### src/rtl/tt_vec_wb_pkg.sv
// Shared types for the vector writeback/merge stage.
// Request payload layout, element-width encoding and per-byte merge select.
package tt_vec_wb_pkg;

  localparam int WB_VLEN = 128;
  localparam int WB_VLW  = $clog2(WB_VLEN/8) + 1;

  typedef enum logic [1:0] {SEW8, SEW16, SEW32, SEW64} sew_e;

  typedef enum logic [1:0] {SEL_NEW, SEL_OLD, SEL_ONES} bsel_e;

  // Payload width is fixed by WB_VLEN; the top's VLEN must match it.
  typedef struct packed {
    logic [4:0]         vd;
    logic [WB_VLEN-1:0] data;
    sew_e               sew;
    logic [WB_VLW-1:0]  vl;
    logic               vm;
    logic               vta;
    logic               vma;
  } wb_req_t;

  function automatic logic [3:0] sew_bytes(sew_e s);
    return 4'd1 << s;
  endfunction

endpackage

### src/rtl/tt_vec_wb_bytemask.sv
// Per-byte merge select: new result byte, old destination byte, or all-ones,
// from element width, vl, v0 masking and the tail/mask agnostic policies.
module tt_vec_wb_bytemask
  import tt_vec_wb_pkg::*;
#(
  parameter int VLEN = WB_VLEN,
  parameter int VLW  = $clog2(VLEN/8) + 1
) (
  input  logic [1:0]                    sew,
  input  logic [VLW-1:0]                vl,
  input  logic                          vm,
  input  logic [VLEN-1:0]               v0,
  input  logic                          vta,
  input  logic                          vma,
  output logic [VLEN/8-1:0][1:0]        sel
);

  localparam int NB = VLEN/8;
  localparam int IW = $clog2(VLEN);

  // Body ends at byte vl*sew_bytes; an oversized vl simply covers every byte.
  logic [VLW+3:0] lim;
  assign lim = (VLW+4)'(vl) * (VLW+4)'(sew_bytes(sew_e'(sew)));

  for (genvar b = 0; b < NB; b++) begin : g_byte
    logic [IW-1:0] eidx;
    logic          body, active;
    assign eidx   = IW'(b) >> sew;
    assign body   = (VLW+4)'(b) < lim;
    assign active = body & (vm | v0[eidx]);
    assign sel[b] = active ? SEL_NEW : ((body ? vma : vta) ? SEL_ONES : SEL_OLD);
  end

endmodule

### src/rtl/tt_vec_wb_merge.sv
// Vector writeback: round-robin ALU/LD arbitration into S1, then merge with the
// destination's old contents and v0, one full register write per cycle.
module tt_vec_wb_merge
  import tt_vec_wb_pkg::*;
#(
  parameter int VLEN = WB_VLEN,
  parameter int VLW  = $clog2(VLEN/8) + 1
) (
  input  logic            i_clk,
  input  logic            i_reset_n,
  input  logic            i_alu_vld,
  output logic            o_alu_rdy,
  input  logic [4:0]      i_alu_vd,
  input  logic [VLEN-1:0] i_alu_data,
  input  logic [1:0]      i_alu_sew,
  input  logic [VLW-1:0]  i_alu_vl,
  input  logic            i_alu_vm,
  input  logic            i_alu_vta,
  input  logic            i_alu_vma,
  input  logic            i_ld_vld,
  output logic            o_ld_rdy,
  input  logic [4:0]      i_ld_vd,
  input  logic [VLEN-1:0] i_ld_data,
  input  logic [1:0]      i_ld_sew,
  input  logic [VLW-1:0]  i_ld_vl,
  input  logic            i_ld_vm,
  input  logic            i_ld_vta,
  input  logic            i_ld_vma,
  input  logic            i_stall,
  input  logic [VLEN-1:0] i_old_data,
  input  logic [VLEN-1:0] i_v0,
  output logic            o_wren,
  output logic [4:0]      o_wraddr,
  output logic [VLEN-1:0] o_wrdata,
  output logic            o_pend_vld,
  output logic [4:0]      o_pend_vd,
  output logic [31:0]     o_wr_cnt
);

  localparam int NB = VLEN/8;

  wb_req_t               s1, req_in;
  logic                  s1_vld, rr_ld;
  logic                  advance, can_load, gnt_alu, gnt_ld;
  logic [NB-1:0][1:0]    sel;
  logic [VLEN-1:0]       merged;

  assign advance  = s1_vld & ~i_stall;
  assign can_load = ~s1_vld | advance;
  // rr_ld=1 means LD has priority on the next contended cycle.
  assign gnt_alu  = can_load & i_alu_vld & (~i_ld_vld | ~rr_ld);
  assign gnt_ld   = can_load & i_ld_vld & (~i_alu_vld | rr_ld);
  assign o_alu_rdy = gnt_alu;
  assign o_ld_rdy  = gnt_ld;

  always_comb begin
    req_in = '{vd: i_alu_vd, data: i_alu_data, sew: sew_e'(i_alu_sew), vl: i_alu_vl,
               vm: i_alu_vm, vta: i_alu_vta, vma: i_alu_vma};
    if (gnt_ld)
      req_in = '{vd: i_ld_vd, data: i_ld_data, sew: sew_e'(i_ld_sew), vl: i_ld_vl,
                 vm: i_ld_vm, vta: i_ld_vta, vma: i_ld_vma};
  end

  always_ff @(posedge i_clk or negedge i_reset_n) begin
    if (!i_reset_n) begin
      s1_vld   <= 1'b0;
      s1       <= '0;
      rr_ld    <= 1'b0;
      o_wr_cnt <= '0;
    end else begin
      if (can_load)         s1_vld <= gnt_alu | gnt_ld;
      if (gnt_alu | gnt_ld) s1     <= req_in;
      if (gnt_alu)          rr_ld  <= 1'b1;
      else if (gnt_ld)      rr_ld  <= 1'b0;
      if (advance)          o_wr_cnt <= o_wr_cnt + 32'd1;
    end
  end

  tt_vec_wb_bytemask #(.VLEN(VLEN), .VLW(VLW)) u_bytemask (
    .sew (s1.sew),
    .vl  (s1.vl),
    .vm  (s1.vm),
    .v0  (i_v0),
    .vta (s1.vta),
    .vma (s1.vma),
    .sel (sel)
  );

  for (genvar b = 0; b < NB; b++) begin : g_merge
    assign merged[8*b +: 8] = (sel[b] == SEL_NEW)  ? s1.data[8*b +: 8] :
                              (sel[b] == SEL_ONES) ? 8'hFF : i_old_data[8*b +: 8];
  end

  // Address is driven for the whole S1 residency so the regfile can return old data.
  assign o_wren     = advance;
  assign o_wraddr   = s1_vld ? s1.vd : 5'd0;
  assign o_wrdata   = s1_vld ? merged : '0;
  assign o_pend_vld = s1_vld;
  assign o_pend_vd  = o_wraddr;

endmodule
### config.mk
export PLATFORM = sky130hd
export DESIGN_NAME = tt_vec_wb_merge
export DESIGN_NICKNAME = d
export VERILOG_FILES = /design/src/rtl/tt_vec_wb_pkg.sv /design/src/rtl/tt_vec_wb_bytemask.sv /design/src/rtl/tt_vec_wb_merge.sv
export SDC_FILE = /design/constraint.sdc
export NUM_CORES = 1
export LEC_CHECK = 0
export BUFFER_PORTS_ARGS = -buffer_cell sky130_fd_sc_hd__buf_2
export CORE_AREA = 2 2 284 286
export DETAILED_ROUTE_END_ITERATION = 12
export DIE_AREA = 0 0 286 288
export PLACE_DENSITY = 0.42
export SYNTH_ARGS = -nofsm -noshare
export SYNTH_HDL_FRONTEND = slang
export SYNTH_SLANG_ARGS = --single-unit
### constraint.sdc
create_clock -name i_clk -period 12.7 [get_ports i_clk]
set_input_delay 1.27 -clock i_clk [delete_from_list [all_inputs] [get_ports i_clk]]
set_output_delay 1.27 -clock i_clk [all_outputs]
set_load 0.005 [all_outputs]
Word-level counts from Yosys, hierarchy flattened. Cells that the tools add are included.

Bits in registers: 177. Output and inout port bits: 174. Bits in read-only memories: 0. RAM bits: 0. Latch bits: 0. Memories kept: 0.

$mul: 1. Shifts and indexed selects: 17. Reductions and logical operators: 17. Div/mod/pow operators: 0. Order comparisons: 32. Equality and inequality tests: 16. Bitwise logic cells: 46. Add/sub/neg operators: 1. Multiplexer cells: 117.

Operator list (number): $mux 8 (32); $mux 143 (1); $lt 7x8->1 const B (16); $mux 128 (1); $bmux 1 s7 (16); $lt 4x9->1 const A (8); $mux 2 (32); $shr 4x2->7 const A (8); $lt 3x9->1 const A (4); $mux 1 (34); $add 32x1->32 const B (1); $eq 2x2->1 const B (16); $logic_not 2->1 (16); $shr 3x2->7 const A (4); $and 1x1->1 (21); $or 1x1->1 (20); $lt 1x9->1 const A (2); $lt 2x9->1 const A (2); $shr 1x2->7 const A (2); $shr 2x2->7 const A (2); $mul 5x4->9 (1); $mux 5 (1); $not 1->1 (5); $shl 1x2->4 const A (1); $reduce_bool 2->1 (1).

Logic depth before layout (Yosys ltp). Gate-level depths: netlist of the first run.

Depth in word-level cells: 10. Mapped depth: 19. Mapped depth without buffers: 14.

Modules after synthesis. A second synthesis of the first run with hierarchy kept.

Cell total of the unflattened synthesis: 1519. Area, all modules: 12670.9 um^2.

Modules (own cells, without submodules): tt_vec_wb_merge (cells an instance 1238, times used 1, seq. area each 4429.2 um^2, area each 10297.4 um^2); tt_vec_wb_bytemask (cells an instance 281, times used 1, seq. area each 0.0 um^2, area each 2373.5 um^2).

Worst setup path after synthesis of the first run. No wires, ideal clock.

Path type: register to output. From: register s1[9] (netlist bit). To: output port o_wrdata[56]. Setup slack: 6437 ps. Cell stages (with the launch flop): 16. Buffers on the path: 3. Arrival: 4993 ps. Required time: 11430 ps. Cells stage by stage: dfrtp_1 buf_2 clkinv_1 ha_1 buf_2 clkbuf_1 nand2_1 fa_1 fa_1 inv_1 fa_1 o2111a_1 o311ai_2 a211o_1 mux2_2 o221a_2.

Cells in the longest elaborated chain, start to end: 10. Elaborated cells between the ends (all ways): 16.

RTL lines: start: declaration (line tt_vec_wb_merge.sv:42) `wb_req_t s1, req_in;`; start signal: assignment (line tt_vec_wb_merge.sv:72) `if (gnt_alu | gnt_ld) s1 <= req_in;`; $shl 1x2->4 or $shr 3x2->7 (tied branches) (line tt_vec_wb_pkg.sv:24, tt_vec_wb_bytemask.sv:28); $mul 5x4->9 or $bmux 1 s7 (tied branches) (line tt_vec_wb_bytemask.sv:23, tt_vec_wb_bytemask.sv:30); $lt 3x9->1 or $mux 1 (tied branches) (line tt_vec_wb_bytemask.sv:29, tt_vec_wb_bytemask.sv:30); $mux 1 or $or 1x1->1 (tied branches) (line tt_vec_wb_bytemask.sv:31, tt_vec_wb_bytemask.sv:30); $mux 2 or $and 1x1->1 (tied branches) (line tt_vec_wb_bytemask.sv:31, tt_vec_wb_bytemask.sv:30); $mux 2 (*) (line tt_vec_wb_bytemask.sv:31) `assign sel[b] = active ? SEL_NEW : ((body ? vma : vta) ? SEL_ONES : SEL_OLD);`; $eq 2x2->1 (line tt_vec_wb_merge.sv:91) `(sel[b] == SEL_ONES) ? 8'hFF : i_old_data[8*b +: 8];`; $mux 8 (line tt_vec_wb_merge.sv:91); $mux 8 (*) (line tt_vec_wb_merge.sv:90) `assign merged[8*b +: 8] = (sel[b] == SEL_NEW) ? s1.data[8*b +: 8] :`; $mux 128 (*) (line tt_vec_wb_merge.sv:97) `assign o_wrdata = s1_vld ? merged : '0;`; end: declaration (line tt_vec_wb_merge.sv:34) `output logic [VLEN-1:0] o_wrdata,`.

Every way passes the cells marked *; elsewhere a longest branch is shown, timed or not. The select of a mux whose other input is x is not followed.

Final worst setup path of the first run. Same ends and word-level chain as after synthesis.

==> metrics.txt, run 1 <==
Post-DRT Antenna Nets 0; Setup Buffers After CTS 0; Mapped Area 0.01351 mm²; Synth top area share 32.80%; clock sink count 177; fin nets 2,787; CP startpoint kind flop; period utilization 67.64%; CTS Hold Buffers Added 0; count of different cell masters after synthesis 61; core area 0.07964 mm²; fmax 116.4 MHz; Yosys top cell by area dfrtp_1; Worst-path clk slew 90 ps; PD cells 216.1 mW/mm²; Synth area leaders dfrtp_1 (33%), nand2_1 (10%), nor2_1 (7.0%); TNS Setup 0 ps; vias in the first global route 15,530; wire length per cell 22.10 µm; Die Y 288 µm; Async S/R FF share, synth 100.0%; actual slew at the worst max-slew pin 1213 ps; final core occ 22.74%; RSZ-0062 raised after global routing no; Die Area 0.08237 mm²; crit path DAT 7320 ps; LEAKAGE 8.096 nW; Worst setup EP type primary output; number of max-cap violations 0; Gate Count Post-Synth 1,724; DRC viols 0; Worst VDD drop 0.1711 mV; fin. max-slew vios 0; Mean Syn Cell Area 7.834 µm²; CTS H-Tree Depth 4; Num CTS Buffers 17; worst slack, placed 4528 ps; Hold Fails Final Rpt 0; worst hold slack 484.5 ps; antenna violations before repair 19; Overflow after GRT 0; Synthesized Nets 2,299; worst min path class flop to flop; first-pass GRT wire length 104.7 mm; initial cell density of the core 16.96%; PnR worst setup slack 4110 ps; HPWL after detailed placement 54.60 mm; post-CTS resize count 0; Yosys Warn Count 0; Register-to-Register Setup Slack 8300 ps; CTS tree done; Post-synth EDFFs 0; DR vias/cell 4.810; Most used DFF post-synth dfrtp_1; CTS max path bufs 2; IO buf count 608; Root Buffer clkbuf_16; placer congestion estimate 0.8816; DIE WIDTH 286 µm; worst skew pair latency 510 ps; Worst Skew 22.45 ps; clock period minus worst slack 8590 ps; area grow syn2layout 34.11%; largest net degree at the start of global routing 95; GR Util All Layers 17.05%; Rel. slew slack 19.13%; initial drt markers 1,245; TritonRoute pass-1 iters 5; required time worst endpoint 11,430 ps; I/O pin cnt 721; # fillers 9,040; WL final 72.88 mm; vias 15,860; flops & latches, synth 177; register area share after synthesis 32.80%; share of cells above drive strength 1 33.17%; # setup viols final 0; Crit Path Max Fanout 58; row cnt 104; run status finished clean; critical path type flop to primary output
-- layer usage --
layer / share of wire, % / GRT usage [%] / vias up
li1: - / - / 7256
met1: 44 / 22.33 / 7869
met2: 48 / 27.95 / 657
met3: 6.6 / 3.835 / 72
met4: 1.8 / 4.961 / 8
met5: 0.078 / 0 / -
-- registers in the layout, summed over array words and instances, names as in the netlist --
register	flops
s1	143
o_wr_cnt	32
o_pend_vld	1
rr_ld	1
-- power breakdown --
part	total (mW)	internal [mW]	leakage [nW]	switching [mW]
sequential	0.808	0.680	2.10	0.128
combinational	2.50	0.933	5.68	1.57
clock	0.608	0.277	0.310	0.331
total	3.91	1.89	8.10	2.02
-- cell usage in the layout, fill, tap and decap left out, types with 15 or more instances in the layout --
cell type | synthesis | final
nand2_1 | 363 | 363
nor3_1 | 41 | 41
inv_1 | 27 | 26
buf_2 | 19 | 607
o221a_2 | 16 | 16
o22a_1 | 15 | 15
a31oi_1 | 150 | 150
o21a_1 | 23 | 23
nor4_1 | 34 | 34
dfrtp_1 | 177 | 175
nand2b_1 | 15 | 15
buf_4 | 11 | 24
o21ai_0 | 18 | 18
mux2i_1 | 23 | 23
a2111oi_0 | 32 | 32
and2_1 | 24 | 24
o22ai_1 | 31 | 31
a211oi_1 | 25 | 25
ha_1 | 22 | 21
a2111oi_1 | 22 | 22
xnor2_1 | 19 | 19
a21oi_1 | 51 | 51
mux4_2 | 32 | 32
nor2_1 | 251 | 251
a221oi_1 | 32 | 32
clkbuf_16 | 0 | 17
o211ai_1 | 16 | 16
-- worst max-delay path, stage by stage (launching register included) --
cell and delay, ps:
dfrtp_1 850, clkinv_1 610, ha_1 420, nand2_1 100, fa_1 440, fa_1 560, inv_1 70, fa_1 500
o2111a_1 270, o311ai_2 720, a211o_2 1020, nand2_1 610, o221a_2 450, buf_2 150
-- cells in the mapped netlist, types with 31 or more instances --
cell	number
nand2_1	363
nor2_1	251
dfrtp_1	177
a31oi_1	150
clkbuf_1	110
a21oi_1	51
nor3_1	41
nor4_1	34
a2111oi_0	32
a221oi_1	32
mux4_2	32
o22ai_1	31
-- final timing paths --
kind	end	startpoint	cells past startpoint
hold reg to reg	o_wr_cnt[31]	o_wr_cnt[31]	1
min in group asynchronous	s1[67]	i_reset_n	1
hold / removal	o_wr_cnt[31]	o_wr_cnt[31]	1
max in group asynchronous	s1[6]	i_reset_n	2
setup / recovery	o_wrdata[56]	s1[9]	13
setup reg to reg	s1[37]	o_pend_vld	7
-- cell type report --
| type | instances | area [µm²] | area share [%] |
|---|---|---|---|
| clock inverters | 15 | 219.0 | 1.209 |
| multi-input cells | 1354 | 8323 | 45.95 |
| inverters | 30 | 117.6 | 0.6494 |
| diodes | 13 | 32.53 | 0.1796 |
| flip-flops and latches | 177 | 4437 | 24.50 |
| well taps | 1060 | 1326 | 7.322 |
| clock buffers | 17 | 425.4 | 2.349 |
| repair buffers | 632 | 3232 | 17.84 |
-- cells by family (layout without fill, tap and decap cells) --
| group | after synthesis | count (layout) | share of synthesized area, % |
|---|---|---|---|
| simple gates | 769 | 769 | 23.82 |
| other cells | 0 | 13 | 0 |
| xor+xnor | 33 | 33 | 2.140 |
| compound gates | 463 | 463 | 24.93 |
| flops | 177 | 177 | 32.80 |
| buf+inv | 193 | 694 | 5.846 |
| mux | 61 | 61 | 7.541 |
| fa+ha+maj | 28 | 28 | 2.928 |
-- metrics by stage --
| stage | instances | power [mW] | cell area [µm²] |
|---|---|---|---|
| 3_3_place_gp | 3253 | 3.315 | 17440 |
| 6_report | 3298 | 3.914 | 18110 |
| 3_5_place_dp | 3253 | 3.333 | 17440 |
| 5_1_grt | 3297 | 4.194 | 18110 |
| 4_1_cts | 3285 | 3.967 | 18080 |
| 2_1_floorplan | 1724 | 2.174 | 13510 |
Power figures use the tool's default switching activity.
==> run 2, diff against run 1 <==
--- a/config.mk
+++ b/config.mk
@@ -9,7 +9,7 @@
 export CORE_AREA = 2 2 284 286
 export DETAILED_ROUTE_END_ITERATION = 12
 export DIE_AREA = 0 0 286 288
-export PLACE_DENSITY = 0.42
+export PLACE_DENSITY = 0.43
 export SYNTH_ARGS = -nofsm -noshare
 export SYNTH_HDL_FRONTEND = slang
 export SYNTH_SLANG_ARGS = --single-unit
==> constraint.sdc (replaced) <==
create_clock -name i_clk -period 7.15 [get_ports i_clk]
set_input_delay 0.715 -clock i_clk [delete_from_list [all_inputs] [get_ports i_clk]]
set_output_delay 0.715 -clock i_clk [all_outputs]
set_load 0.005 [all_outputs]
==> run 2 against run 1 <==
Effect of this change: via count is 2.5% lower; cell count up 0.21%; register-to-register slack worse by 4600 ps; combinational power grew 81%; hold slack worse by 270 ps.
==> metrics.txt, run 2 (same netlist as run 1, synthesis figures left out) <==
GR Util All Layers 16.80% (-0.25 points); share of cells above drive strength 1 33.63% (+0.46 points); Crit Path Max Fanout 26 (-55%); fin. max-slew vios 0 (unchanged); CTS tree done; clock period minus worst slack 6714 ps; worst min path class input pin to asynchronous set/reset pin; vias 15,460 (-2.5%); R2R Path End s1[68]; TNS Setup 0 ps (unchanged); first-pass GRT wire length 103.8 mm (-0.86%); CTS max path bufs 2 (unchanged); PnR Total Power 7.004 mW (+79%); PnR worst setup slack 436.0 ps (-3674 ps); Rel. slew slack 34.58% (+15 points); Register-to-Register Setup Slack 3750 ps (-4550 ps); Biggest register s1; worst slack, placed 730.9 ps (-3797 ps); LEAKAGE 8.165 nW (+0.86%); wire length per cell 21.58 µm (-2.3%); antenna violations before repair 11 (-8); initial drt markers 968 (-22%); Hold Fails Final Rpt 0 (unchanged); HPWL after detailed placement 53.04 mm (-2.9%); number of flip-flops in the largest register 143 (unchanged); Worst Skew 16.59 ps (-5.862 ps); number of max-cap violations 0 (unchanged); Die Y 288 µm (unchanged); actual slew at the worst max-slew pin 981.2 ps (-231.8 ps); Die Area 0.08237 mm² (unchanged); DIE WIDTH 286 µm (unchanged); DRC viols 0 (unchanged); Worst VDD drop 0.1985 mV (+16%); Worst-path clk slew 90 ps (about the same); placer congestion estimate 0.8307 (-5.8%); largest net degree at the start of global routing 162 (+71%); Setup Buffers After CTS 0 (unchanged); crit path DAT 6000 ps (-1320 ps); Post-DRT Antenna Nets 0 (unchanged); Non-Filler Instances 3,305 (+0.21%); critical path type flop to primary output; Root Buffer clkbuf_16; required time worst endpoint 6430 ps (-5000 ps); I/O pin cnt 721 (unchanged); WL final 71.32 mm (-2.1%); fmax 148.9 MHz; Post-Place Cells 3,264 (+0.34%); run status finished clean; core area 0.07964 mm² (unchanged); Num CTS Buffers 17 (unchanged); IO buf count 608 (unchanged); period utilization 93.90%; CP startpoint kind flop; initial cell density of the core 16.96% (unchanged); clock sink count 177 (unchanged); TritonRoute pass-1 iters 7 (+2); CTS H-Tree Depth 4 (unchanged); CTS Hold Buffers Added 0 (unchanged); row cnt 104 (unchanged); area grow syn2layout 35.17%; PD cells 383.6 mW/mm² (+78%); Overflow after GRT 0 (unchanged); fin nets 2,798 (+0.39%); commonest non-fill, non-tap cell in the layout buf_2; Worst R2R Path Depth 6 (-1); # setup viols final 0 (unchanged); RSZ-0062 raised after global routing no; DR vias/cell 4.679 (-2.7%); worst hold slack 213.8 ps (-270.6 ps); Largest regs s1 x143, o_wr_cnt x32; worst skew pair latency 490 ps (-20 ps); Worst setup EP type primary output; most frequent cells in the layout buf_2 (607), nand2_1 (363), nor2_1 (251); worst r2r src o_pend_vld; vias in the first global route 15,220 (-2.0%)
[run 2: metal layers]
layer | vias to the layer above | global-route usage (%) | routed length (µm)
li1 | 7291 | - | -
met1 | 7558 | 22.65 | 32300
met2 | 544 | 27.17 | 33800
met3 | 66 | 3.304 | 3926
met4 | 4 | 4.712 | 1266
met5 | - | 0 | 27
[run 2: worst max-delay path by stage]
stage,cells after the start,to,slack (ps),startpoint
floorplan,15,o_wrdata[56],1440,s1[9]
global placement,12,o_wrdata[46],740,s1[9]
detailed placement,12,o_wrdata[46],730,s1[9]
CTS,12,o_wrdata[46],120,s1[9]
global route,17,o_wrdata[94],3,s1[9]
finish,17,o_wrdata[35],440,s1[9]
[run 2: through the flow]
| stage | area, µm² | utilization, % |
|---|---|---|
| after global placement | 17560 | 22.04 |
| after global routing | 18250 | 22.92 |
| final | 18260 | 22.92 |
| after floorplan | 13510 | - |
| after detailed placement | 17560 | 22.04 |
| after CTS | 18200 | 22.85 |
[run 2: timing repair]
action / 4_1_cts / 5_1_grt
gates resized for setup: 0 / 5
hold endpoints to repair: 0 / 0
endpoints found under the setup margin: 0 / 38
[run 2: cell type report]
| class | instances | area (µm²) |
|---|---|---|
| inverter | 30 | 117.6 |
| clock buffer | 17 | 425.4 |
| timing repair buffer | 643 | 3352 |
| multi-input combinational | 1354 | 8358 |
| fill | 9061 | 61380 |
| tap | 1060 | 1326 |
| sequential | 177 | 4437 |
| antenna | 9 | 22.52 |
| clock inverter | 15 | 216.5 |
[run 2: power breakdown]
group / internal (mW) / switching [mW] / total, mW
sequential: 1.21 / 0.200 / 1.41
combinational: 1.74 / 2.78 / 4.52
clock: 0.490 / 0.589 / 1.08
[run 2: critical path, stage by stage (launching register included)]
cell	delay (ps)
dfrtp_1	560
clkinv_1	110
buf_4	200
ha_1	240
and2_1	180
fa_1	490
inv_1	60
fa_1	540
inv_1	40
ha_1	380
xor2_1	230
nor4_1	440
a211oi_4	160
a211oi_4	230
buf_4	350
a21oi_1	300
a2111oi_1	750
buf_2	240
